## src/rtl/hazard_scoreboard.sv

```systemverilog
// Producer-side hazard tracker: shadows in-flight writes in EX/MEM/WB
// and stalls ID on load-use and jr-on-load hazards.
module hazard_scoreboard #(
    parameter int         CNT_W = 32,
    parameter logic [2:0] PC_JR = 3'b011
) (
    input  logic             clk,
    input  logic             reset,
    input  logic             ID_Valid,
    input  logic [4:0]       ID_Rs,
    input  logic [4:0]       ID_Rt,
    input  logic             ID_UsesRs,
    input  logic             ID_UsesRt,
    input  logic [4:0]       ID_RegDst,
    input  logic             ID_RegWr,
    input  logic             ID_MemRead,
    input  logic [2:0]       ID_PCSrc,
    input  logic             EX_Flush,
    input  logic             Ext_Stall,
    output logic             Stall_PC,
    output logic             Stall_IF_ID,
    output logic             Bubble_ID_EX,
    output logic [31:0]      Pending,
    output logic [CNT_W-1:0] Stall_Count
);

    typedef struct packed {
        logic       v;
        logic       wr;
        logic       ld;
        logic [4:0] dst;
    } slot_t;

    slot_t            ex_q, mem_q, wb_q;
    slot_t            ex_d, mem_d, wb_d;
    logic [CNT_W-1:0] cnt_q, cnt_d;

    logic ex_ld, mem_ld, rs_ex, rt_ex, rs_mem;
    logic lu, jr, haz;

    function automatic logic live(input slot_t s);
        return s.v && s.wr && (s.dst != 5'd0);
    endfunction

    function automatic logic [31:0] onehot(input slot_t s);
        logic [31:0] m;
        m = '0;
        if (live(s)) m[s.dst] = 1'b1;
        return m;
    endfunction

    always_comb begin
        ex_ld  = live(ex_q) && ex_q.ld;
        mem_ld = live(mem_q) && mem_q.ld;
        rs_ex  = ID_Rs == ex_q.dst;
        rt_ex  = ID_Rt == ex_q.dst;
        rs_mem = ID_Rs == mem_q.dst;
        lu = ID_Valid && ex_ld
           && ((ID_UsesRs && rs_ex) || (ID_UsesRt && rt_ex));
        jr = ID_Valid && (ID_PCSrc == PC_JR)
           && ((ex_ld && rs_ex) || (mem_ld && rs_mem));
        // ID is ignored while reset is high, so no hazard can be raised then
        haz = (lu || jr) && !EX_Flush && !reset;
    end

    assign Stall_PC     = haz || Ext_Stall;
    assign Stall_IF_ID  = haz || Ext_Stall;
    assign Bubble_ID_EX = (haz || EX_Flush) && !Ext_Stall;
    assign Pending      = onehot(ex_q) | onehot(mem_q) | onehot(wb_q);
    assign Stall_Count  = cnt_q;

    always_comb begin
        ex_d  = ex_q;
        mem_d = mem_q;
        wb_d  = wb_q;
        cnt_d = cnt_q;
        if (!Ext_Stall) begin
            wb_d  = mem_q;
            mem_d = ex_q;
            if (haz || EX_Flush || !ID_Valid) begin
                ex_d = '0;
            end else begin
                ex_d = '{v: 1'b1, wr: ID_RegWr,
                         ld: ID_MemRead, dst: ID_RegDst};
            end
            if (haz && (cnt_q != '1)) cnt_d = cnt_q + 1'b1;
        end
    end

    always_ff @(posedge clk) begin
        if (reset) begin
            ex_q  <= '0;
            mem_q <= '0;
            wb_q  <= '0;
            cnt_q <= '0;
        end else begin
            ex_q  <= ex_d;
            mem_q <= mem_d;
            wb_q  <= wb_d;
            cnt_q <= cnt_d;
        end
    end

endmodule
```

## config.mk

```make
export PLATFORM = sky130hd
export DESIGN_NAME = hazard_scoreboard
export DESIGN_NICKNAME = d
export VERILOG_FILES = /design/src/rtl/hazard_scoreboard.sv
export SDC_FILE = /design/constraint.sdc
export NUM_CORES = 1
export LEC_CHECK = 0
export BUFFER_PORTS_ARGS = -buffer_cell sky130_fd_sc_hd__buf_2
export CORE_ASPECT_RATIO = 1.4
export CORE_MARGIN = 8
export CORE_UTILIZATION = 49
export DETAILED_ROUTE_END_ITERATION = 16
export GPL_TIMING_DRIVEN = 0
export PLACE_DENSITY = 0.74
export SETUP_SLACK_MARGIN = 0.15
export SLEW_MARGIN = 20
export SYNTH_ARGS = -nofsm -noshare
export SYNTH_HDL_FRONTEND = slang
export SYNTH_SLANG_ARGS = --single-unit
```

## constraint.sdc

```tcl
create_clock -name clk -period 3.9 [get_ports clk]
set_input_delay 0.78 -clock clk [delete_from_list [all_inputs] [get_ports clk]]
set_output_delay 0.78 -clock clk [all_outputs]
set_load 0.05 [all_outputs]
```

==> metrics.cfg, run 1 <==
[setup_path]
crit_top_cell = buf_2
required_ns = 3.12
path_class = reg2out
cp_max_fo = 8
endpoint_kind = output port
critical_path.top_delay_family = simple AND/OR/NAND/NOR gates
max_stage_delay_ns = 0.54
arrival_ns = 2.56
cp_slowest_cell = nor2_1
path_cells = buf_2 > nor2_1 > a211oi_1 > o21ai_1 > nand2_1 > a21o_1 > buf_4 > buf_2
crit_buf_inv = 3
cp-start-kind = flop

[timing]
max_freq_mhz = 299
min_period_ns = 3.34
finalHoldViolations = 0
relSlewSlack_pct = 45.4
setup_viol = 0
tns_ns = 0
slew_violations = 0
finalCritPeriodShare_pct = 85.7
worst_pin_slew_ns = 0.818
whs_ns = 0.505
rsz0062_at_grt = false
fin_skew_ns = 0.0150

[min_path]
hold_class = reg2reg

[synthesis]
synth_ff_type = dfxtp_1
syn_inst = 483
ys_seq_area_share_pct = 30.3
synth_async_sr_flop_share_pct = 0
synth.net_count = 511
synth_cell_types = 50
syn_area_um2 = 3630
ys_ff_latch = 55
synth_edf_count = 0
syn_avg_cell_area_um2 = 7.53
yosysWarnings = 0

[clock_tree]
cts_buffers = 5
insertion_delay_ns = 0.32
cts_tree = yes
cts_sinks = 55
ctsHoldBuffers = 0
cts_resized = 0
cts_setup_buffers = 0
htree_levels = 2
root_buffer = clkbuf_8
clkTransAtPathRegs_ns = 0.10
cts_max_path_buffers = 2

[floorplanning]
die_h_um = 118
start_util_pct = 50.0
die_area_um2 = 10500
io_pins = 94
core_area_um2 = 7270
rows = 37
die_x_um = 88.8

[global_routing]
use_met3_pct = 4.26
grt_util_met2_pct = 40.7
grt_pass1_wl_um = 18800
top_usage_layer = met2
grt_max_degree = 19
grt_antenna_before_repair = 0
grt-ovfl-total = 0
track_usage_pct = 22.4
grt_use_met1_pct = 23.6
grt_pass1_vias = 3801

[detailed_routing]
first_pass_iters = 5
drt_iter0_markers = 230
remaining_drc_errors = 0
vias_per_cell = 5.82
num_vias = 3949
final_antenna_net_count = 0
routed_wl_um = 11900
wl_per_cell_um = 17.6

[layout]
final_nets = 608
multi_input_area_um2 = 2310
diodes = 0
synthToLayoutAreaGrowth_pct = 19.0
ff_latch_area_um2 = 1100
drive_above_1_share_pct = 21.5
fill_cells = 734
final_cell_count_no_fill = 678

[pwr]
power_mw = 1.07
clockPowerShare_pct = 37.3
ir_drop_mv = 0.186
p_switching_mw = 0.256
p_comb_share_pct = 9.2
p_int_mw = 0.809
seq_power_share_pct = 53.4
p_leak_nw = 1.79
switching_share_pct = 24.0
powerDensity_nw_per_um2 = 246

[place]
portBuffers = 91
gp_congestion = 0.943
dpl.hpwl_um = 9600
post-place-cells = 671

[status]
status = completed

[run]
drv_cap = 0

power by group through the flow:
stage	logic, mW	registers, mW	clock network [mW]
finish	0.0982	0.569	0.398
global route	0.105	0.570	0.425
CTS	0.0981	0.569	0.409
detailed placement	0.0980	0.582	0
global placement	0.0963	0.582	0
floorplan	0.0631	0.581	0
final timing paths:
path,endpoint,from,slack (ns),cells past startpoint
setup / recovery,Stall_PC,mem_q[0]$_SDFFE_PP0N_,0.56,8
hold / removal,Stall_Count[13]$_SDFFE_PP0P_,Stall_Count[13]$_SDFFE_PP0P_,0.51,2
setup reg to reg,Stall_Count[0]$_SDFFE_PP0P_,Stall_Count[0]$_SDFFE_PP0P_,1.19,9
hold reg to reg,Stall_Count[13]$_SDFFE_PP0P_,Stall_Count[13]$_SDFFE_PP0P_,0.51,2
cell families (layout without fill, tap and decap cells):
| kind of cell | after synthesis | count (layout) | share of synthesized area (%) |
|---|---|---|---|
| and+or+nand+nor | 240 | 240 | 33.8 |
| buffers and inverters | 46 | 144 | 6.06 |
| other | 1 | 1 | 0.103 |
| muxes | 22 | 22 | 6.30 |
| AOI/OAI and AO/OA | 102 | 102 | 18.8 |
| xor gates and xnor gates | 16 | 16 | 4.27 |
| DFF | 55 | 55 | 30.3 |
| adders and majority gates | 1 | 1 | 0.344 |
cell type report:
cell class	instances	share of cell area (%)
buffer	34	4.05
clock buffer	6	1.91
clock inverter	2	0.810
inverter	11	0.955
multi-input combinational	382	53.5
sequential	55	25.5
tap	97	2.81
timing repair buffer	91	10.5
state kept, by name (all words and copies together) (netlist names):
register and count:
wb_q 7, Stall_Count 32, ex_q 8, mem_q 8
stage by stage:
stage          setup slack (ns)  area, um^2  util, %
2_1_floorplan             0.470        3630        -
3_3_place_gp              0.289        4210     57.9
3_5_place_dp              0.254        4210     57.9
4_1_cts                   0.551        4330     59.5
5_1_grt                   0.479        4330     59.5
6_report                  0.556        4330     59.5
layer usage:
| metal | up-vias | wire [um] | share of wire [%] |
|---|---|---|---|
| li1 | 1945 | - | - |
| met2 | 151 | 6110 | 51 |
| met3 | 34 | 789 | 6.6 |
| met4 | 0 | 406 | 3.4 |
| met5 | - | 0 | 0 |
| met1 | 1819 | 4640 | 39 |
worst reg2reg max path, cell delays in order (launching register included):
cell	delay, ns
dfxtp_1	0.43
ha_1	0.21
nand3_1	0.20
nor4_4	0.54
nand3_1	0.20
nand2_1	0.26
buf_2	0.27
buf_2	0.26
o21ai_0	0.10
a21oi_1	0.16
synth_stat cells, drive strengths merged (12+ instances only):
cell / instances / area (um^2)
nor2: 55 / 206
nand3: 26 / 130
or3: 14 / 87.6
mux2i: 15 / 150
nor2b: 12 / 75.1
nand4: 14 / 87.6
o21ai: 20 / 100
nor3: 15 / 80.1
dfxtp: 55 / 1100
a22oi: 21 / 158
buf: 20 / 123
xnor2: 16 / 155
clkbuf: 15 / 56.3
a21oi: 25 / 125
nand2: 57 / 214
layout by cell type, fill, tap and decap left out, drive strengths merged, types with 11 or more instances in the layout:
cell type,netlist,routed
nor3,15,15
o31ai,11,11
nand3,26,26
nor2,55,55
or3,14,14
a22oi,21,21
xnor2,16,16
o21ai,20,20
inv,11,11
mux2i,15,15
nor2b,12,12
buf,20,111
nand2,57,57
dfxtp,55,55
a21oi,25,25
nand4,14,14
clkbuf,15,20
Note: power is estimated with default switching activity, not from simulation.
==> run 2, diff against run 1 <==
--- a/config.mk
+++ b/config.mk
@@ -5,13 +5,13 @@
 export SDC_FILE = /design/constraint.sdc
 export NUM_CORES = 1
 export LEC_CHECK = 0
-export BUFFER_PORTS_ARGS = -buffer_cell sky130_fd_sc_hd__buf_2
 export CORE_ASPECT_RATIO = 1.4
 export CORE_MARGIN = 8
 export CORE_UTILIZATION = 49
 export DETAILED_ROUTE_END_ITERATION = 16
+export DONT_BUFFER_PORTS = 1
 export GPL_TIMING_DRIVEN = 0
-export PLACE_DENSITY = 0.74
+export PLACE_DENSITY = 0.63
 export SETUP_SLACK_MARGIN = 0.15
 export SLEW_MARGIN = 20
 export SYNTH_ARGS = -nofsm -noshare
==> constraint.sdc (replaced) <==
create_clock -name clk -period 3.9 [get_ports clk]
set_input_delay 0.39 -clock clk [delete_from_list [all_inputs] [get_ports clk]]
set_output_delay 0.39 -clock clk [all_outputs]
set_load 0.05 [all_outputs]
==> run 2 against run 1 <==
  * Sequential cell count did not move
  * Utilization fell by 6.3 points
  * Sequential share of layout area rose by 3.0 points
  * Count of clock-buffer cells in the layout rose by 2
  * Critical path type unchanged
==> metrics.cfg, run 2 (synthesis results as in run 1) <==
[clock_tree]
root_buffer = clkbuf_8
cts_max_path_buffers = 2
clkTransAtPathRegs_ns = 0.10
cts_resized = 0
cts_setup_buffers = 0
cts_tree = yes
ctsHoldBuffers = 0
htree_levels = 2
insertion_delay_ns = 0.31
cts_sinks = 55
cts_buffers = 5

[detailed_routing]
num_vias = 3694
routed.top_layer = met4
final_antenna_net_count = 0
wl_met1_um = 4310
remaining_drc_errors = 0
wl_per_cell_um = 20.3
wl_met2_um = 6380
vias_per_cell = 6.28
drt_iter0_markers = 191
routed_wl_um = 11900
first_pass_iters = 6
wl_met3_um = 972

[setup_path]
critical_path.top_delay_family = compound AO/OA/AOI/OAI gates
required_ns = 3.51
max_stage_delay_ns = 0.53
path_cells = buf_2 > nor2_1 > a211oi_1 > o21ai_1 > and2_4 > buf_6 > clkbuf_1 > a21oi_2
r2r_slack_ns = 0.71
crit_buf_inv = 3
path_class = reg2out
cp-start-kind = flop
cp_max_fo = 10
arrival_ns = 2.84
cp_slowest_cell = nor2_1
endpoint_kind = output port

[global_routing]
grt-ovfl-total = 0
track_usage_pct = 22.9
grt_max_degree = 16
grt_pass1_wl_um = 19000
grt_pass1_vias = 3788
grt_antenna_before_repair = 0

[floorplanning]
rows = 37
start_util_pct = 50.0
io_pins = 94
die_x_um = 88.8
die_area_um2 = 10500
core_area_um2 = 7270
die_h_um = 118

[timing]
tns_ns = 0
slew_violations = 0
worst_pin_slew_ns = 1.07
finalHoldViolations = 0
whs_ns = 0.203
fin_skew_ns = 0.00986
finalCritPeriodShare_pct = 82.9
setup_viol = 0
rsz0062_at_grt = false
layout_setup_ws_ns = 0.666
max_freq_mhz = 309
min_period_ns = 3.23
relSlewSlack_pct = 28.5

[place]
portBuffers = 0
post-place-cells = 580
dpl.hpwl_um = 9220
gp_congestion = 0.979
pre_cts_ws_ns = 0.719
placed_area_um2 = 3770

[layout]
ff_latch_area_um2 = 1100
fin_area_um2 = 3870
final_nets = 518
final_cell_count_no_fill = 588
diodes = 0
multi_input_area_um2 = 2330
layout_common_cells = nand2_1 (57), dfxtp_1 (55), nor2_1 (55)
drive_above_1_share_pct = 7.33
largest_register_ffs = 32
synthToLayoutAreaGrowth_pct = 6.47
final_common_cell = nand2_1
utilization_pct = 53.2
fill_cells = 755

[pwr]
powerDensity_nw_per_um2 = 260
ir_drop_mv = 0.116
power_mw = 1.01
p_leak_nw = 1.32

[run]
drv_cap = 0

[status]
status = completed

[min_path]
hold_class = in2reg

==> run 2: per-layer routing <==
| metal | GRT usage (%) | vias up |
|---|---|---|
| li1 | - | 1768 |
| met3 | 6.22 | 22 |
| met1 | 22.6 | 1769 |
| met5 | 0 | - |
| met2 | 41.0 | 135 |
| met4 | 11.8 | 0 |
==> run 2: final timing paths <==
check | from | endpoint | cells after the start
max | mem_q[0]$_SDFFE_PP0N_ | Bubble_ID_EX | 8
min | ID_RegDst[4] | ex_q[4]$_SDFFE_PP0N_ | 1
min reg2reg | mem_q[5]$_SDFFE_PP0N_ | mem_q[5]$_SDFFE_PP0N_ | 2
max reg2reg | Stall_Count[0]$_SDFFE_PP0P_ | Stall_Count[1]$_SDFFE_PP0P_ | 9
==> run 2: worst register-to-register path, stage by stage (launching register included) <==
cell	delay, ns
dfxtp_1	0.74
ha_1	0.30
nand3_1	0.19
nor4_4	0.61
nand3_1	0.20
nand2_1	0.27
buf_2	0.28
buf_2	0.27
o21ai_0	0.11
a21oi_1	0.17
==> run 2: layout make-up <==
cell class                      instances  share of cell area (%)
Buffer                                 35                    4.62
Multi-Input combinational cell        382                    60.1
Tap cell                               97                    3.14
Sequential cell                        55                    28.5
Clock buffer                            8                    2.59
Inverter                               11                    1.07
==> run 2: power by group <==
part           internal [mW]  switching, mW
sequential             0.565        0.00443
clock                  0.163          0.193
combinational         0.0270         0.0552
==> run 3, diff against run 2 <==
--- a/config.mk
+++ b/config.mk
@@ -5,6 +5,7 @@
 export SDC_FILE = /design/constraint.sdc
 export NUM_CORES = 1
 export LEC_CHECK = 0
+export ABC_AREA = 1
 export CORE_ASPECT_RATIO = 1.4
 export CORE_MARGIN = 8
 export CORE_UTILIZATION = 49
==> constraint.sdc (replaced) <==
create_clock -name clk -period 3.34 [get_ports clk]
set_input_delay 0.334 -clock clk [delete_from_list [all_inputs] [get_ports clk]]
set_output_delay 0.334 -clock clk [all_outputs]
set_load 0.05 [all_outputs]
==> run 3 against run 2 <==
  * Highest routed layer unchanged
  * Routed wire length up 25%
  * First-iteration DRC count up 2.1%
  * Power up 34%
  * Global-route usage up 2.4 points
  * Critical path depth up 3
  * Non-clock buffer count down 6
  * Clock power up 48%
==> metrics.cfg, run 3 <==
[status]
status = completed

[global_routing]
grt_antenna_before_repair = 0
track_usage_pct = 25.2
grt_max_degree = 18
grt_pass1_vias = 4509
grt_pass1_wl_um = 23700
grt-ovfl-total = 0

[synthesis]
synth.net_count = 706
synth_top_area_share_pct = 26.2
syn_inst = 678
synth.most_common_cell = nand2_1
synth_ff_type = dfxtp_1
synth_top_area_cell = dfxtp_1
synth_cell_types = 37
synth_async_sr_flop_share_pct = 0
syn_area_um2 = 4210
ys_seq_area_share_pct = 26.2
yosysWarnings = 0
synth_commonest_cells = nand2_1 (183), nor2_1 (78), inv_1 (65)
ys_ff_latch = 55
ys_top_cells_by_area = dfxtp_1 (26%), nand2_1 (16%), nor2_1 (7.0%)
synth_edf_count = 0
syn_avg_cell_area_um2 = 6.21

[setup_path]
max_stage_delay_ns = 0.72
endpoint_kind = output port
cp_max_fo = 10
path_cells = nor2_4 > nand3_1 > nand2_1 > inv_2 > nand3_1 > nand2_1 > nand2_1 > a21oi_2 > buf_4 > nor2_1 > nor2_1
arrival_ns = 2.72
required_ns = 3.01
critical_path.top_delay_family = simple AND/OR/NAND/NOR gates
cp_slowest_cell = nor2_1
crit_buf_inv = 2
path_class = reg2out
crit_top_cell = nand2_1
cp-start-kind = flop

[min_path]
hold_class = in2reg

[floorplanning]
start_util_pct = 49.8
io_pins = 94
rows = 40
die_area_um2 = 11900
die_h_um = 126
core_area_um2 = 8460
die_x_um = 94.3

[timing]
layout_setup_ws_ns = 0.290
tns_ns = 0
worst_pin_slew_ns = 1.18
setup_viol = 0
min_period_ns = 3.05
whs_ns = 0.208
fin_skew_ns = 0.00407
finalCritPeriodShare_pct = 91.3
relSlewSlack_pct = 22.9
rsz0062_at_grt = false
finalHoldViolations = 0
max_freq_mhz = 328
slew_violations = 0

[clock_tree]
clkTransAtPathRegs_ns = 0.07
ctsHoldBuffers = 0
cts_sinks = 55
insertion_delay_ns = 0.30
htree_levels = 2
cts_setup_buffers = 0
cts_max_path_buffers = 2
root_buffer = clkbuf_16
cts_tree = yes
cts_buffers = 5
cts_resized = 0

[place]
dpl.hpwl_um = 12200
pre_cts_ws_ns = 0.627
portBuffers = 0
gp_congestion = 0.963

[pwr]
clockPowerShare_pct = 38.9
p_switching_mw = 0.369
ir_drop_mv = 0.306
switching_share_pct = 27.3
seq_power_share_pct = 50.6
p_leak_nw = 1.69
p_int_mw = 0.981
powerDensity_nw_per_um2 = 301
p_comb_share_pct = 10.5

[layout]
multi_input_area_um2 = 2660
synthToLayoutAreaGrowth_pct = 6.69
fill_cells = 913
ff_latch_area_um2 = 1100
layout_common_cells = nand2_1 (183), nor2_1 (78), inv_1 (65)
final_nets = 713
drive_above_1_share_pct = 7.29
diodes = 0
largest_register_ffs = 32
final_common_cell = nand2_1

[detailed_routing]
vias_per_cell = 5.78
routed_wl_um = 14900
routed.top_layer = met4
remaining_drc_errors = 0
wl_per_cell_um = 18.9
num_vias = 4575
wl_met2_um = 8060
first_pass_iters = 4
wl_met1_um = 5390
final_antenna_net_count = 0
wl_met3_um = 847
drt_iter0_markers = 195

[run]
drv_cap = 0

[run 3: cell type report]
type                       count  share of cell area (%)
inverter                      74                    6.19
sequential                    55                    24.5
clock inverter                 3                   0.418
buffer                        29                    3.90
clock buffer                   5                    2.79
multi-input combinational    520                    59.3
tap                          105                    2.93
[run 3: kinds of logic (layout without fill, tap and decap cells)]
logic type               count (synthesis)  in the layout  share of synthesized area (%)
flip-flops                              55             55                           26.2
AO/OA/AOI/OAI                          100            100                           14.0
AND/OR/NAND/NOR                        388            388                           42.5
buffers and inverters                  103            111                           10.8
XOR/XNOR                                30             30                           6.24
adder cells (fa/ha/maj)                  1              1                          0.297
other                                    1              1                         0.0891
[run 3: final timing paths]
| path | end | slack, ns | cells after the start | start |
|---|---|---|---|---|
| worst max-delay path | Bubble_ID_EX | 0.29 | 11 | mem_q[1]$_SDFFE_PP0N_ |
| worst min-delay path | ex_q[5]$_SDFFE_PP0N_ | 0.21 | 2 | ID_MemRead |
| worst max register to register | Stall_Count[28]$_SDFFE_PP0P_ | 0.72 | 11 | Stall_Count[0]$_SDFFE_PP0P_ |
| worst min register to register | ex_q[5]$_SDFFE_PP0N_ | 0.48 | 2 | ex_q[5]$_SDFFE_PP0N_ |
[run 3: power groups by stage]
stage	logic, mW	clock network (mW)	registers, mW
floorplan	0.105	0	0.693
global placement	0.140	0	0.697
detailed placement	0.141	0	0.698
CTS	0.141	0.541	0.682
global route	0.158	0.566	0.684
finish	0.142	0.525	0.682
[run 3: metrics by stage]
step | util, % | total power [mW] | std cells | instance area, um^2
2_1_floorplan | - | 0.799 | 678 | 4210
3_3_place_gp | 51.3 | 0.837 | 783 | 4340
3_5_place_dp | 51.4 | 0.839 | 783 | 4350
4_1_cts | 53.1 | 1.36 | 791 | 4490
5_1_grt | 53.1 | 1.41 | 791 | 4490
6_report | 53.1 | 1.35 | 791 | 4490
[run 3: per-layer routing]
layer,global-route usage (%),up-vias
li1,-,2276
met1,24.7,2113
met2,47.3,150
met3,5.11,36
met4,13.2,0
met5,0,-
